`config.mk`:
```
export PLATFORM = sky130hd
export DESIGN_NAME = md5_padder_flat
export DESIGN_NICKNAME = d
export VERILOG_FILES = /design/src/rtl/md5_pkg.sv /design/src/rtl/md5_padder_if.sv /design/src/rtl/md5_padder.sv /design/src/flat_wrapper.sv
export SDC_FILE = /design/constraint.sdc
export NUM_CORES = 1
export LEC_CHECK = 0
export CORE_MARGIN = 2
export CORE_UTILIZATION = 45
export CTS_CLUSTER_DIAMETER = 30
export DETAILED_ROUTE_END_ITERATION = 6
export PLACE_DENSITY = 0.68
export SETUP_SLACK_MARGIN = 0.5
export SYNTH_ARGS = -nofsm -noshare
export SYNTH_HDL_FRONTEND = slang
export SYNTH_SLANG_ARGS = --single-unit
```
`constraint.sdc`:
```
create_clock -name clk -period 3.8 [get_ports clk]
set_input_delay 1.14 -clock clk [delete_from_list [all_inputs] [get_ports clk]]
set_output_delay 1.14 -clock clk [all_outputs]
set_load 0.01 [all_outputs]
```
`src/rtl/md5_pkg.sv`:
```
// md5_pkg -- shared definitions for the MD5 message padder.
//
// Contents:
//   md5_state_e     : padder FSM states (FILL, EMIT, EXTRA)
//   md5_block_t     : 64-byte block, packed so that message byte k lives at
//                     element [63-k], i.e. bits [511-8k -: 8] of the flat vector
//   MD5_BLOCK_BYTES : bytes per block (64)
//   MD5_LEN_POS     : first byte of the 64-bit length field (56)
//   MD5_PAD_BYTE    : the single-one pad marker (8'h80)
//   md5_insert_len  : writes the little-endian bit length into bytes 56..63
package md5_pkg;

  typedef enum logic [1:0] {
    FILL  = 2'd0,
    EMIT  = 2'd1,
    EXTRA = 2'd2
  } md5_state_e;

  typedef logic [63:0][7:0] md5_block_t;

  localparam int         MD5_BLOCK_BYTES = 64;
  localparam int         MD5_LEN_POS     = 56;
  localparam logic [7:0] MD5_PAD_BYTE    = 8'h80;

  // Message byte k sits at element [63-k], so length byte 56 (the LSB of the
  // bit length) is element 7 and length byte 63 (the MSB) is element 0.
  function automatic md5_block_t md5_insert_len(input md5_block_t blk,
                                                input logic [63:0] bit_len);
    md5_block_t b;
    b    = blk;
    b[7] = bit_len[7:0];
    b[6] = bit_len[15:8];
    b[5] = bit_len[23:16];
    b[4] = bit_len[31:24];
    b[3] = bit_len[39:32];
    b[2] = bit_len[47:40];
    b[1] = bit_len[55:48];
    b[0] = bit_len[63:56];
    return b;
  endfunction

endpackage

```
`src/rtl/md5_padder_if.sv`:
```
// md5_padder_if -- byte stream in, padded 512-bit block out.
//
// Signals:
//   s_data[7:0]     message byte            (source -> padder)
//   s_valid         s_data valid            (source -> padder)
//   s_last          final byte of message   (source -> padder)
//   s_ready         byte accepted           (padder -> source)
//   blk_data[511:0] padded block, byte k at [511-8k -: 8] (padder -> sink)
//   blk_valid       blk_data valid          (padder -> sink)
//   blk_last        final block of message  (padder -> sink)
//   blk_ready       block consumed          (sink -> padder)
//
// Modports:
//   master : the environment (drives the byte stream, consumes blocks)
//   slave  : the padder
interface md5_padder_if;
  logic [7:0]   s_data;
  logic         s_valid;
  logic         s_last;
  logic         s_ready;
  logic [511:0] blk_data;
  logic         blk_valid;
  logic         blk_last;
  logic         blk_ready;

  modport master (
    output s_data, s_valid, s_last, blk_ready,
    input  s_ready, blk_data, blk_valid, blk_last
  );

  modport slave (
    input  s_data, s_valid, s_last, blk_ready,
    output s_ready, blk_data, blk_valid, blk_last
  );
endinterface

```
`src/rtl/md5_padder.sv`:
```
// md5_padder -- collects message bytes into 64-byte blocks and applies MD5
// padding (0x80 marker, zero fill, 64-bit little-endian bit length).
//
// Parameters:
//   CNT_W : width of the message byte counter; bit length = {cnt, 3'b000}
//
// Ports:
//   clk       rising-edge clock
//   reset_n   asynchronous active-low reset
//   bus       md5_padder_if.slave (byte stream in, block stream out)
//   msg_count [15:0] completed-message counter, present only when
//             MD5_PADDER_STATS_EN is defined
//
// When the final byte leaves no room for the length field (position 55..63)
// the current block goes out without it and a second, EXTRA-built block
// carries the length (and the 0x80 marker if it did not fit).
module md5_padder
  import md5_pkg::*;
#(
  parameter int CNT_W = 61
) (
  input  logic clk,
  input  logic reset_n,
  md5_padder_if.slave bus
`ifdef MD5_PADDER_STATS_EN
  ,
  output logic [15:0] msg_count
`endif
);

  md5_state_e       state_q, state_n;
  logic [5:0]       idx_q, idx_n, nxt_pos;
  logic [CNT_W-1:0] cnt_q, cnt_n, cnt_inc;
  md5_block_t       blk_q, blk_n;
  logic             last_q, last_n;
  logic             extra_q, extra_n;
  logic             placed_q, placed_n;
  logic             run_q;
  logic             s_ready;
  logic             s_hs, blk_hs;

  function automatic logic [63:0] bit_len(input logic [CNT_W-1:0] c);
    return 64'({c, 3'b000});
  endfunction

  // s_ready stays low while reset is held and during the first cycle after.
  assign s_ready       = run_q && (state_q == FILL);
  assign s_hs          = bus.s_valid && s_ready;
  assign blk_hs        = (state_q == EMIT) && bus.blk_ready;
  assign cnt_inc       = cnt_q + 1'b1;
  assign nxt_pos       = idx_q + 6'd1;

  assign bus.s_ready   = s_ready;
  assign bus.blk_valid = (state_q == EMIT);
  assign bus.blk_last  = last_q;
  assign bus.blk_data  = blk_q;

  always_comb begin
    state_n  = state_q;
    idx_n    = idx_q;
    cnt_n    = cnt_q;
    blk_n    = blk_q;
    last_n   = last_q;
    extra_n  = extra_q;
    placed_n = placed_q;

    case (state_q)
      FILL: begin
        if (s_hs) begin
          // Bytes past idx are still zero: the buffer is cleared on every
          // return to FILL, so only the marker and length need writing.
          blk_n[~idx_q] = bus.s_data;
          cnt_n         = cnt_inc;
          idx_n         = nxt_pos;
          if (bus.s_last) begin
            idx_n   = '0;
            state_n = EMIT;
            if (idx_q != 6'(MD5_BLOCK_BYTES - 1)) begin
              blk_n[~nxt_pos] = MD5_PAD_BYTE;
            end
            if (idx_q <= 6'(MD5_LEN_POS - 2)) begin
              blk_n  = md5_insert_len(blk_n, bit_len(cnt_inc));
              last_n = 1'b1;
            end else begin
              last_n   = 1'b0;
              extra_n  = 1'b1;
              placed_n = (idx_q != 6'(MD5_BLOCK_BYTES - 1));
            end
          end else if (idx_q == 6'(MD5_BLOCK_BYTES - 1)) begin
            state_n = EMIT;
            last_n  = 1'b0;
          end
        end
      end

      EMIT: begin
        if (blk_hs) begin
          if (extra_q) begin
            state_n = EXTRA;
          end else begin
            state_n = FILL;
            blk_n   = '0;
            if (last_q) begin
              cnt_n  = '0;
              last_n = 1'b0;
            end
          end
        end
      end

      EXTRA: begin
        blk_n = '0;
        if (!placed_q) begin
          blk_n[63] = MD5_PAD_BYTE;
        end
        blk_n    = md5_insert_len(blk_n, bit_len(cnt_q));
        last_n   = 1'b1;
        extra_n  = 1'b0;
        placed_n = 1'b0;
        state_n  = EMIT;
      end

      default: begin
        state_n = FILL;
      end
    endcase
  end

  always_ff @(posedge clk or negedge reset_n) begin
    if (!reset_n) begin
      state_q  <= FILL;
      idx_q    <= '0;
      cnt_q    <= '0;
      blk_q    <= '0;
      last_q   <= 1'b0;
      extra_q  <= 1'b0;
      placed_q <= 1'b0;
      run_q    <= 1'b0;
    end else begin
      state_q  <= state_n;
      idx_q    <= idx_n;
      cnt_q    <= cnt_n;
      blk_q    <= blk_n;
      last_q   <= last_n;
      extra_q  <= extra_n;
      placed_q <= placed_n;
      run_q    <= 1'b1;
    end
  end

`ifdef MD5_PADDER_STATS_EN
  always_ff @(posedge clk or negedge reset_n) begin
    if (!reset_n) begin
      msg_count <= '0;
    end else if (blk_hs && last_q) begin
      msg_count <= msg_count + 16'd1;
    end
  end
`endif

endmodule

```
`src/flat_wrapper.sv`:
```
// flat-port wrapper written by rule: the top's interface ports become plain ports
module md5_padder_flat import md5_pkg::*;
#(
  parameter int CNT_W = 61
)
  (clk, reset_n, bus_s_data, bus_s_valid, bus_s_last, bus_blk_ready, bus_s_ready, bus_blk_data, bus_blk_valid, bus_blk_last);
  md5_padder_if bus_i ();
  input  logic clk;
  input  logic reset_n;
  input wire logic [$bits(bus_i.s_data)-1:0] bus_s_data;
  input wire logic [$bits(bus_i.s_valid)-1:0] bus_s_valid;
  input wire logic [$bits(bus_i.s_last)-1:0] bus_s_last;
  input wire logic [$bits(bus_i.blk_ready)-1:0] bus_blk_ready;
  output wire logic [$bits(bus_i.s_ready)-1:0] bus_s_ready;
  output wire logic [$bits(bus_i.blk_data)-1:0] bus_blk_data;
  output wire logic [$bits(bus_i.blk_valid)-1:0] bus_blk_valid;
  output wire logic [$bits(bus_i.blk_last)-1:0] bus_blk_last;
  assign bus_i.s_data = bus_s_data;
  assign bus_i.s_valid = bus_s_valid;
  assign bus_i.s_last = bus_s_last;
  assign bus_i.blk_ready = bus_blk_ready;
  assign bus_s_ready = bus_i.s_ready;
  assign bus_blk_data = bus_i.blk_data;
  assign bus_blk_valid = bus_i.blk_valid;
  assign bus_blk_last = bus_i.blk_last;
  md5_padder #(.CNT_W(CNT_W)) u_core (.clk(clk), .reset_n(reset_n), .bus(bus_i));
endmodule
```
==> flow_metrics.py <==
metrics = {
    "die": {
        "coreArea_sq_um": 63300,
        "die_h_microns": 257,
        "initial_core_util_pct": 45.7,
        "rows": 92,
        "fp.dieW_microns": 257,
        "dieArea_sq_um": 66300,
        "io_pins": 528,
    },
    "placement": {
        "gp_congestion": 0.936,
        "dp_hpwl_microns": 80400,
        "io_buffers": 527,
    },
    "synthesis": {
        "yosysMostFrequentCell": "dfrtp_1",
        "synth_top_area_share_pct": 50.6,
        "seq_area_frac_synth_pct": 50.6,
        "synth_warnings": 0,
        "syn_avg_cell_area_sq_um": 8.81,
        "synth_area_leader_cell": "dfrtp_1",
        "synth.top_cells.by_count": "dfrtp_1 (585), nand2_1 (531), a21oi_1 (482)",
        "yosys_most_used_dff": "dfrtp_1",
        "synthCells": 3282,
        "syn-num-nets": 3302,
        "synth.area.top_cells": "dfrtp_1 (51%), a21oi_1 (8.3%), nand2_1 (6.9%)",
        "yosys_register_bits": 585,
        "syn-cell-area_sq_um": 28900,
        "yosysUniqueCellTypes": 76,
        "async_flop_share_pct": 100,
        "synth_edf_count": 0,
    },
    "setup_path": {
        "rrSetupSlack_ns": 0.66,
        "cp_max_fo": 4,
        "startpoint_type": "flip-flop",
        "worst-setup-path-type": "reg -> out",
        "r2r.worst_path.cells": 7,
        "r2r_end": "u_core.bus.blk_data[38]$_DFFE_PN0P_",
        "crit_arrival_ns": 2.12,
        "reg2reg_from": "u_core.idx_q[1]$_DFFE_PN0P_",
        "crit_required_ns": 2.66,
        "critPathCaptureType": "primary output",
    },
    "route": {
        "dr_wl_met3_microns": 11200,
        "wl_met1_microns": 45600,
        "dr.pass1.iters": 7,
        "routed-wl-met2_microns": 56600,
        "top_layer": "met5",
        "wire_per_inst_microns": 24.8,
        "wl_microns": 120000,
        "drcViolationCount": 3,
        "route.vias.total": 29400,
        "drtIter0Drc": 3821,
        "ant_nets": 0,
        "viasPerCell": 6.09,
    },
    "sta": {
        "period_minus_slack_ns": 3.26,
        "hold_violations": 0,
        "timing.fmax_mhz": 307,
        "skew_ns": 0.0330,
        "finalSetupViolations": 0,
        "drv_slew": 0,
        "tightestPinTransition_ns": 1.08,
        "tns_ns": 0,
        "fin_crit_sh_pct": 85.8,
        "rsz0062_at_grt": "no",
        "relSlewSlack_pct": 27.4,
    },
    "clock_network": {
        "h-tree-depth": 4,
        "cts_buffers": 139,
        "path_clk_slew_ns": 0.05,
        "cts-hold-fix-buffers": 0,
        "cts_root_buffer": "clkbuf_16",
        "clk_latency_ns": 0.73,
        "cts_tree": "done",
        "clockBufferDepth": 3,
        "cts_sinks": 585,
    },
    "power_and_ir_drop": {
        "peakVddDrop_uv": 542,
        "p_leak_nw": 17.3,
        "p_per_area_nw_per_um2": 641,
    },
    "min_path": {
        "min_path_type": "in -> async",
    },
    "grt": {
        "grt_first_pass_wirelength_microns": 181000,
        "grt_pass1_vias": 28500,
        "grtUsageTotal_pct": 35.7,
        "antenna_found_initial": 3,
        "grt_max_degree": 79,
        "grt_overflow": 0,
    },
    "outcome": {
        "violations": "design-rule violations",
        "status": "complete, but fails checks",
    },
    "final_layout": {
        "drive_above_1_share_pct": 12.2,
        "syn_to_final_growth_pct": 42.3,
        "final_util_pct": 65.0,
        "nets": 3897,
    },
    "flow_run": {
        "drv_cap": 0,
    },
}
==> per-stage QoR <==
stage                     instance area [sq um]  instances  setup slack [ns]  hold WS, ns  total power (W)
after floorplan                           28900       3282             0.827        0.485           0.0104
after global placement                    36100       4580            0.0697        0.498           0.0135
after detailed placement                  36100       4580            0.0558        0.485           0.0135
after CTS                                 41100       4831             0.411        0.448           0.0263
after global routing                      41100       4834             0.508        0.470           0.0272
final                                     41100       4834             0.538        0.435           0.0264
==> area by class of cell <==
class                      instances  area, sq um
sequential                       585        14600
tap                              846         1060
clock buffer                     194         4090
timing repair buffer             715         7040
antenna                            1         2.50
multi-input combinational       2414        13300
clock inverter                    57          917
inverter                          22         82.6
fill                            5150        22200
==> state kept, by name, indices dropped and copies added (netlist names) <==
name,count
u_core.bus.blk_last,1
u_core.bus.blk_data,512
u_core.idx_q,6
u_core.placed_q,1
u_core.extra_q,1
u_core.state_q,2
u_core.cnt_q,61
u_core.run_q,1
==> where the power goes <==
part / internal (W) / switching [W]
Clock: 0.00893 / 0.00377
Sequential: 0.00671 / 0.000442
Combinational: 0.00222 / 0.00429
Total: 0.0179 / 0.00850
==> how the worst max path moves through the flow <==
stage / from / end / slack [ns] / depth (start not counted)
after floorplan: bus_blk_ready / u_core.bus.blk_data[351]$_DFFE_PN0P_ / 0.83 / 7
after detailed placement: bus_s_valid / u_core.bus.blk_data[199]$_DFFE_PN0P_ / 0.06 / 8
after global placement: bus_s_valid / u_core.bus.blk_data[199]$_DFFE_PN0P_ / 0.07 / 8
final: u_core.state_q[1]$_DFFE_PN0P_ / bus_s_ready / 0.54 / 4
after global routing: u_core.state_q[0]$_DFFE_PN0P_ / bus_s_ready / 0.51 / 4
after CTS: u_core.state_q[0]$_DFFE_PN0P_ / bus_s_ready / 0.41 / 4
==> worst max-delay path, stage by stage, from the launching register on <==
cell	delay, ns
dfrtp_1	0.42
inv_2	0.11
ha_4	0.15
and2_4	0.19
clkdlybuf4s50_1	0.54
==> layout by cell type, fill, tap and decap left out, types with 26 or more instances in the layout <==
cell type / n
dfrtp_1: 585
nand2_1: 530
clkdlybuf4s50_1: 518
a21oi_1: 482
nand3_1: 391
nor2_1: 213
buf_4: 157
clkbuf_16: 145
o21ai_0: 128
mux2i_1: 120
nor3_1: 43
o21a_1: 34
buf_12: 31
nand4_1: 28
clkbuf_8: 28
a221oi_1: 27
o31ai_1: 26
==> cell families (layout without fill, tap and decap cells) <==
logic type	count (synthesis)	in the layout	share of synthesized area [%]
xor+xnor	44	44	1.33
compound gates	869	869	17.6
flops	585	585	50.6
fa+ha+maj	7	7	0.303
buf+inv	283	988	3.85
other cells	1	2	0.0130
simple gates	1366	1366	21.8
mux	127	127	4.43
==> metal layers <==
| metal | track usage [%] | up-vias |
|---|---|---|
| met1 | 45.0 | 14400 |
| met5 | 0 | - |
| li1 | - | 13000 |
| met4 | 19.6 | 4 |
| met3 | 8.72 | 338 |
| met2 | 56.7 | 1693 |
==> what timing repair did <==
action                     CTS  global route
setup buffers                0             2
gates resized for setup      5             3
setup endpoints to repair    2             2
pin swaps                    0             1
(Power assumes the default switching activity.)
